### config.mk
export PLATFORM = sky130hd
export DESIGN_NAME = mul_arbiter
export DESIGN_NICKNAME = d
export VERILOG_FILES = /design/src/rtl/mul_arbiter.sv
export SDC_FILE = /design/constraint.sdc
export NUM_CORES = 1
export LEC_CHECK = 0
export ABC_AREA = 1
export CAP_MARGIN = 5
export CORE_AREA = 2 2 93 95
export DETAILED_ROUTE_END_ITERATION = 8
export DIE_AREA = 0 0 95 97
export PLACE_DENSITY = 0.79
export SLEW_MARGIN = 40
export SYNTH_ARGS = -nofsm -noshare
export SYNTH_HDL_FRONTEND = slang
export SYNTH_SLANG_ARGS = --single-unit
### constraint.sdc
create_clock -name clk -period 6.5 [get_ports clk]
set_input_delay 1.95 -clock clk [delete_from_list [all_inputs] [get_ports clk]]
set_output_delay 1.95 -clock clk [all_outputs]
set_load 0.1 [all_outputs]
### src/rtl/mul_arbiter.sv
// Round-robin front end that shares one pipelined multiplier among NUM_REQ requesters.
// A shadow (valid, id) pipeline runs in lockstep with the multiplier to tag each result.
module mul_arbiter #(
  parameter int NUM_REQ = 4,
  parameter int WIDTH_A = 16,
  parameter int WIDTH_B = 16,
  parameter int STAGE   = 1,
  localparam int LAT    = STAGE + 1,
  localparam int IDW    = $clog2(NUM_REQ),
  localparam int CW     = $clog2(LAT + 1),
  localparam int WP     = WIDTH_A + WIDTH_B
) (
  input  logic                       clk,
  input  logic                       rst,
  input  logic [NUM_REQ-1:0]         req_valid,
  output logic [NUM_REQ-1:0]         req_ready,
  input  logic [NUM_REQ*WIDTH_A-1:0] req_a,
  input  logic [NUM_REQ*WIDTH_B-1:0] req_b,
  output logic [WIDTH_A-1:0]         mul_a,
  output logic [WIDTH_B-1:0]         mul_b,
  output logic                       mul_pip_en,
  output logic                       mul_rst_n,
  input  logic [WP-1:0]              mul_out,
  output logic                       rsp_valid,
  output logic [IDW-1:0]             rsp_id,
  output logic [WP-1:0]              rsp_data,
  input  logic                       rsp_ready,
  output logic [CW-1:0]              inflight
);

  logic [LAT-1:0] sh_valid;
  logic [IDW-1:0] sh_id [LAT];
  logic [IDW-1:0] rr_ptr;
  logic [IDW-1:0] hi_idx, lo_idx, gnt_idx, sel_idx, ptr_next;
  logic           hi_found, lo_found, gnt_any;

  assign rsp_valid  = sh_valid[LAT-1];
  assign rsp_id     = sh_id[LAT-1];
  assign rsp_data   = mul_out;
  assign mul_pip_en = ~rsp_valid | rsp_ready;
  assign mul_rst_n  = ~rst;

  // Two-pass priority search: lowest requester at/above rr_ptr wins, else wrap to the lowest overall.
  always_comb begin
    hi_found = 1'b0;
    lo_found = 1'b0;
    hi_idx   = '0;
    lo_idx   = '0;
    for (int i = NUM_REQ - 1; i >= 0; i--) begin
      if (req_valid[i]) begin
        lo_found = 1'b1;
        lo_idx   = IDW'(i);
        if (i >= int'(rr_ptr)) begin
          hi_found = 1'b1;
          hi_idx   = IDW'(i);
        end
      end
    end
  end

  assign gnt_idx  = hi_found ? hi_idx : lo_idx;
  assign gnt_any  = lo_found & mul_pip_en & ~rst;
  assign sel_idx  = gnt_any ? gnt_idx : rr_ptr;
  assign ptr_next = (gnt_idx == IDW'(NUM_REQ - 1)) ? '0 : gnt_idx + 1'b1;

  always_comb begin
    req_ready = '0;
    mul_a     = '0;
    mul_b     = '0;
    for (int i = 0; i < NUM_REQ; i++) begin
      if (gnt_any && gnt_idx == IDW'(i)) req_ready[i] = 1'b1;
      if (sel_idx == IDW'(i)) begin
        mul_a = req_a[i*WIDTH_A +: WIDTH_A];
        mul_b = req_b[i*WIDTH_B +: WIDTH_B];
      end
    end
  end

  // Shadow pipeline and occupancy count only move on edges where the multiplier moves.
  always_ff @(posedge clk or posedge rst) begin
    if (rst) begin
      sh_valid <= '0;
      for (int i = 0; i < LAT; i++) sh_id[i] <= '0;
      rr_ptr   <= '0;
      inflight <= '0;
    end else begin
      if (mul_pip_en) begin
        for (int i = LAT - 1; i > 0; i--) begin
          sh_valid[i] <= sh_valid[i-1];
          sh_id[i]    <= sh_id[i-1];
        end
        sh_valid[0] <= gnt_any;
        sh_id[0]    <= gnt_idx;
        inflight    <= inflight + CW'(gnt_any) - CW'(sh_valid[LAT-1]);
      end
      if (gnt_any) rr_ptr <= ptr_next;
    end
  end

endmodule

# [Word level (Yosys, flattened, before mapping)]
# Index checks and enable logic that the tools add are counted.
[totals] register_bits=10 latchBits=0 ram_bits=0 mem_bits_ro=0 inputBits=167 output_inout_bits=75 elab_cells=63 mem_count=0
[op_classes] n_addsub=3 n_mul=0 n_div=0 n_lt_le_gt_ge=3 n_eq_ne=6 shift=0 mux=35 n_bitwise=5 n_reduce_logical=6
[ops] op="two-way mux 16 bit" n=8
[ops] op="two-way mux 2 bit" n=13
[ops] op="two-way mux 1 bit" n=14
[ops] op="equality test 2 bit, second input constant" n=4
[ops] op="equality test 2 x 1 -> 1 bit, second input constant" n=2
[ops] op=">= comparator 1 x 2 -> 1 bit, first input constant" n=2
[ops] op="logical AND 1 bit" n=4
[ops] op="logical NOT 2 bit" n=2
[ops] op="adder 2 x 1 -> 2 bit" n=1
[ops] op="adder 2 x 1 -> 2 bit, second input constant" n=1
[ops] op="AND 1 bit" n=2
[ops] op=">= comparator 2 bit, first input constant" n=1
[ops] op="NOT 1 bit" n=2
[ops] op="subtractor 2 x 1 -> 2 bit" n=1
[ops] op="bitwise OR 1 bit" n=1

# [Depth between registers and ports, before layout]
# Gate-level depths: netlist of the first run.
[logic_depth] depth_word=14 depth_mapped=11 depth_no_buf=10

# [Least setup slack after synthesis of the first run]
# Ideal clock, no wire load.
[synth_path] path_type="input-to-output" startpoint="input rst" endpoint="output mul_a[10]" arrival_time_ps=4579 required_ps=4550 setup_slack_ps=-29 path_stages=8 path_cell_list="inv_1 > nand3_4 > nand2_2 > nand2_2 > buf_6 > buf_4 > nand3_1 > nand4_1"
[synth_via] elab_chain_len=8 word_cells_on_any_way=11
[synth_rtl] item="from (decl)" line_no="14" source="input logic rst,"
[synth_rtl] item="NOT 1 bit *" line_no="62" source="assign gnt_any = lo_found & mul_pip_en & ~rst;"
[synth_rtl] item="AND 1 bit *" line_no="62"
[synth_rtl] item="two-way mux 2 bit *" line_no="63" source="assign sel_idx = gnt_any ? gnt_idx : rr_ptr;"
[synth_rtl] item="logical NOT 2 bit" line_no="72" source="if (sel_idx == IDW'(i)) begin"
[synth_rtl] item="two-way mux 16 bit (3 in series)" line_no="72"
[synth_rtl] item="two-way mux 16 bit *" line_no="72"
[synth_rtl] item="to (decl)" line_no="19" source="output logic [WIDTH_A-1:0] mul_a,"
# Mark *: on every way between the ends. The rest lies on a longest branch, timed or not.

# [Worst setup path in the final report of the first run]
[layout_path] startpoint="input req_valid[1]" endpoint="output mul_a[3]"
[layout_via] elab_chain_len=10 word_cells_on_any_way=22
[layout_rtl] item="from (decl)" line_no="15" source="input logic [NUM_REQ-1:0] req_valid,"
[layout_rtl] item="two-way mux 2 bit or two-way mux 1 bit (tied branches)" line_no="50" source="if (req_valid[i]) begin"
[layout_rtl] item="two-way mux 2 bit (tied with other cells)" line_no="53" source="if (i >= int'(rr_ptr)) begin"
[layout_rtl] item="two-way mux 2 bit (tied with other cells)" line_no="50"
[layout_rtl] item="two-way mux 2 bit or AND 1 bit (tied branches)" line_no="61, 62"
[layout_rtl] item="two-way mux 2 bit *" line_no="63"
[layout_rtl] item="logical NOT 2 bit" line_no="72"
[layout_rtl] item="two-way mux 16 bit (3 in series)" line_no="72"
[layout_rtl] item="two-way mux 16 bit *" line_no="72"
# Marks and branches as above.

==> results of run 1 <==
## synthesized netlist by cell type, drive strengths merged
library cell	instances	area share [%]
nand3	68	19
clkbuf	6	1.2
buf	54	20
nand3b	1	0.38
dfrtp	10	13
a21oi	2	0.51
xnor2	1	0.45
o21ai	4	1.0
inv	17	3.3
nand2	64	13
nand4	64	20
nor2	13	3.5
o31ai	1	0.38
ha	6	3.8
## worst min path at each step
stage | startpoint | end | slack, ns
global placement | sh_valid[0] | sh_valid[1] | 0.43
global route | sh_valid[0] | sh_valid[1] | 0.47
detailed placement | sh_valid[0] | sh_valid[1] | 0.44
CTS | sh_valid[0] | sh_valid[1] | 0.45
finish | sh_valid[0] | sh_valid[1] | 0.45
floorplan | sh_valid[0] | sh_valid[1] | 0.42
## routing by layer
metal	wire length (um)	global-route usage, %	share of wire, %	vias up
met3	819	4.60	9.4	18
met1	3110	16.9	36	1272
li1	-	-	-	1329
met4	201	5.35	2.3	0
met5	0	0	0	-
met2	4590	33.2	53	160
## cells by family (layout without fill, tap and decap cells)
| logic type | after synthesis | after routing |
|---|---|---|
| XOR/XNOR | 1 | 1 |
| flip-flops | 10 | 10 |
| AO/OA/AOI/OAI | 7 | 7 |
| buffers and inverters | 77 | 207 |
| adder cells (fa/ha/maj) | 6 | 6 |
| AND/OR/NAND/NOR | 210 | 210 |
## power by group
| group | total, mW | switching [mW] | internal, mW |
|---|---|---|---|
| Sequential | 0.103 | 0.0162 | 0.0865 |
| Combinational | 2.16 | 1.49 | 0.676 |
| Clock | 0.0791 | 0.0258 | 0.0534 |
| Total | 2.35 | 1.53 | 0.816 |
## per-stage QoR
| step | setup WS, ns | hold WS [ns] | utilization (%) |
|---|---|---|---|
| floorplan | 0.276 | 0.420 | - |
| global placement | 0.416 | 0.432 | 47.0 |
| detailed placement | 0.381 | 0.441 | 46.7 |
| CTS | 0.371 | 0.454 | 47.3 |
| global route | 0.189 | 0.474 | 47.3 |
| finish | 0.375 | 0.452 | 47.3 |
## layout make-up
cell class,instances,area (um2)
clock buffer,4,55.1
fill,779,4280
inverter,17,67.6
multi-input combinational,224,1230
sequential,10,250
tap,105,131
timing repair buffer,186,2120
## registers in the layout (all words and copies together), names as in the netlist
| name | count |
|---|---|
| sh_valid | 2 |
| rsp_id | 2 |
| sh_id | 2 |
| inflight | 2 |
| rr_ptr | 2 |
## worst register-to-register path, delay by kind of cell (launching register included)
kind	cells	cell delay, ns
adders and majority gates	2	0.50
and+or+nand+nor	2	0.31
buffers and inverters	1	0.04
xor gates and xnor gates	1	0.13
AOI/OAI and AO/OA	2	0.25
DFF	1	0.42
==> results.md, run 1 <==
* XOR/XNOR Fraction of Synth Area at less than 1%
* Kind of critical path: in2out
* Dpl cell area at roughly 0.0038 mm2
* First-pass GRT wire length at approximately 13000 um
* Leak Pwr at between 1.5 and 2 nW
* Crit path buffers/inverters at 3
* Largest net degree at the start of global routing at 35
* Final setup fails at 0
* Stages on worst setup path at 10
* Worst hold path class: reg2reg
* Critical path startpoint category: primary input
* Area of the mapped netlist at around 0.002 mm2
* CP max stage delay at between 0.6 and 0.7 ns
* Worst R2R Path Depth at 8
* DR vias at 2779
* Synth Area in Adders at 3.83%
* Crit path to: mul_a[3]
* TritonCTS Buffers at 3
* Share of synthesized cell area in and, or, nand and nor gates at a little under three fifths
* Initial antenna violation count at 0
* Drt pass-1 iters at 7
* Post-route insts no fill at between 500 and 600
* Mapped Cells at between 300 and 400
* Final wirelength at around 8700 um
* Setup Buffers After CTS at 0
* Row cnt at 33
* Pins Over Slew Limit at 0
* Clk sink count at 10
* Ant diodes at 0
* Synth warn at 0
* Seq/Total Area, Yosys at 12.8%
* DRC viols at 0
* Most frequent cells in the layout: 134 x clkdlybuf4s50_1, 65 x nand3_1, 64 x nand4_1, 59 x nand2_1, 32 x buf_12
* Post-CTS resize count at 0
* Critical path fanouts, max at 32
* I/O Buffers at between 150 and 200
* Clock root cell: clkbuf_8
* Total grt overflow at 0
* DR WL/cell at roughly 16 um
* Tcrit/Tclk final at between 90% and 100%
* Clock tree buffer depth at 2
* Multiplexer share of the synthesized area at 0%
* Most Frequent Cell on Critical Path: nand2_1
* Die Wd at roughly 95 um
* GPL Wtd Cong at ~0.8
* Worst-margin pin slew at 0.834 ns
* Synth Area in Compound Gates at about 1.9%
* Placed Instances at between 500 and 600
* Setup TNS at 0 ns
* Reg clk slew, reported paths at approximately 0.050 ns
* Crit path from: req_valid[1]
* P per Cell Area at about 600 mW/mm2
* Critical path's slowest cell: nor2_4
* Total power at roughly 2.3 mW
* I/O Pins at around 240
* Post-synth net total at approximately 480
* Flop2flop setup slack at ~4.7 ns
* CP endpoint kind: output pin
* Synth Register Bits at 10
* Synthesized area per cell at between 6 and 7 um2
* Worst skew pair latency at 0.24 ns
* DIE HEIGHT at ~97 um
* Reg2reg end: inflight[1]
* DIE AREA at slightly above 0.009 mm2
* CP Cell Sequence: clkdlybuf4s50_1 -> inv_2 -> nand2_1 -> nand3b_1 -> nand2_1 -> nor2_2 -> nor2_4 -> nand3_1 -> nand4_1 -> buf_12
* Max-Cap Viols at 0
* # hold bufs at CTS at 0
* Peak supply drop at 385 uV
* Main combinational cell family by area after synthesis: simple AND/OR/NAND/NOR gates
* Design area at around 0.0038 mm2
* Number of hold violations in the final report at 0
* Status: completed
* DP HPWL at ~7000 um
* Vias per std cell at about 5.1
* Vias in the first global route at between 2000 and 3000
* Synth unique cells at 23
* Post-layout net count at ~620
* CTS tree: yes
* Arr. time, crit path at 4.17 ns
* GRT Overall Usage at 17.0%
* Initial Util at 24.1%
* Slew headroom at 44.3%
* Area grow syn2layout at 96.6%
* Hold path cells at 2
* H-tree depth at 1
* Worst R2R Start: sh_valid[1]
* Skew final at approximately 0.0011 ns
* Min Tclk post-route at 6.12 ns
* Commonest non-fill, non-tap cell in the layout: clkdlybuf4s50_1
* CP top delay family: simple AND/OR/NAND/NOR gates
* RSZ-0062 raised after global routing: false
* WP data required at 4.55 ns
* Peak Freq at roughly 0.16 GHz
* Initial DRC count at 68
* Fraction of layout cells with a size suffix above 1 at 16.8%
* Core ar. at around 0.0081 mm2
* ANT nets after route at 0
Note: power is estimated with default switching activity, not from simulation.
==> inputs of run 2 (changes only) <==
Settings changed: CTS_CLUSTER_DIAMETER set to 100, SKIP_LAST_GASP set to 1.
==> results of run 2 <==
The final DEF is identical to that of run 1; final timing and power are the same.
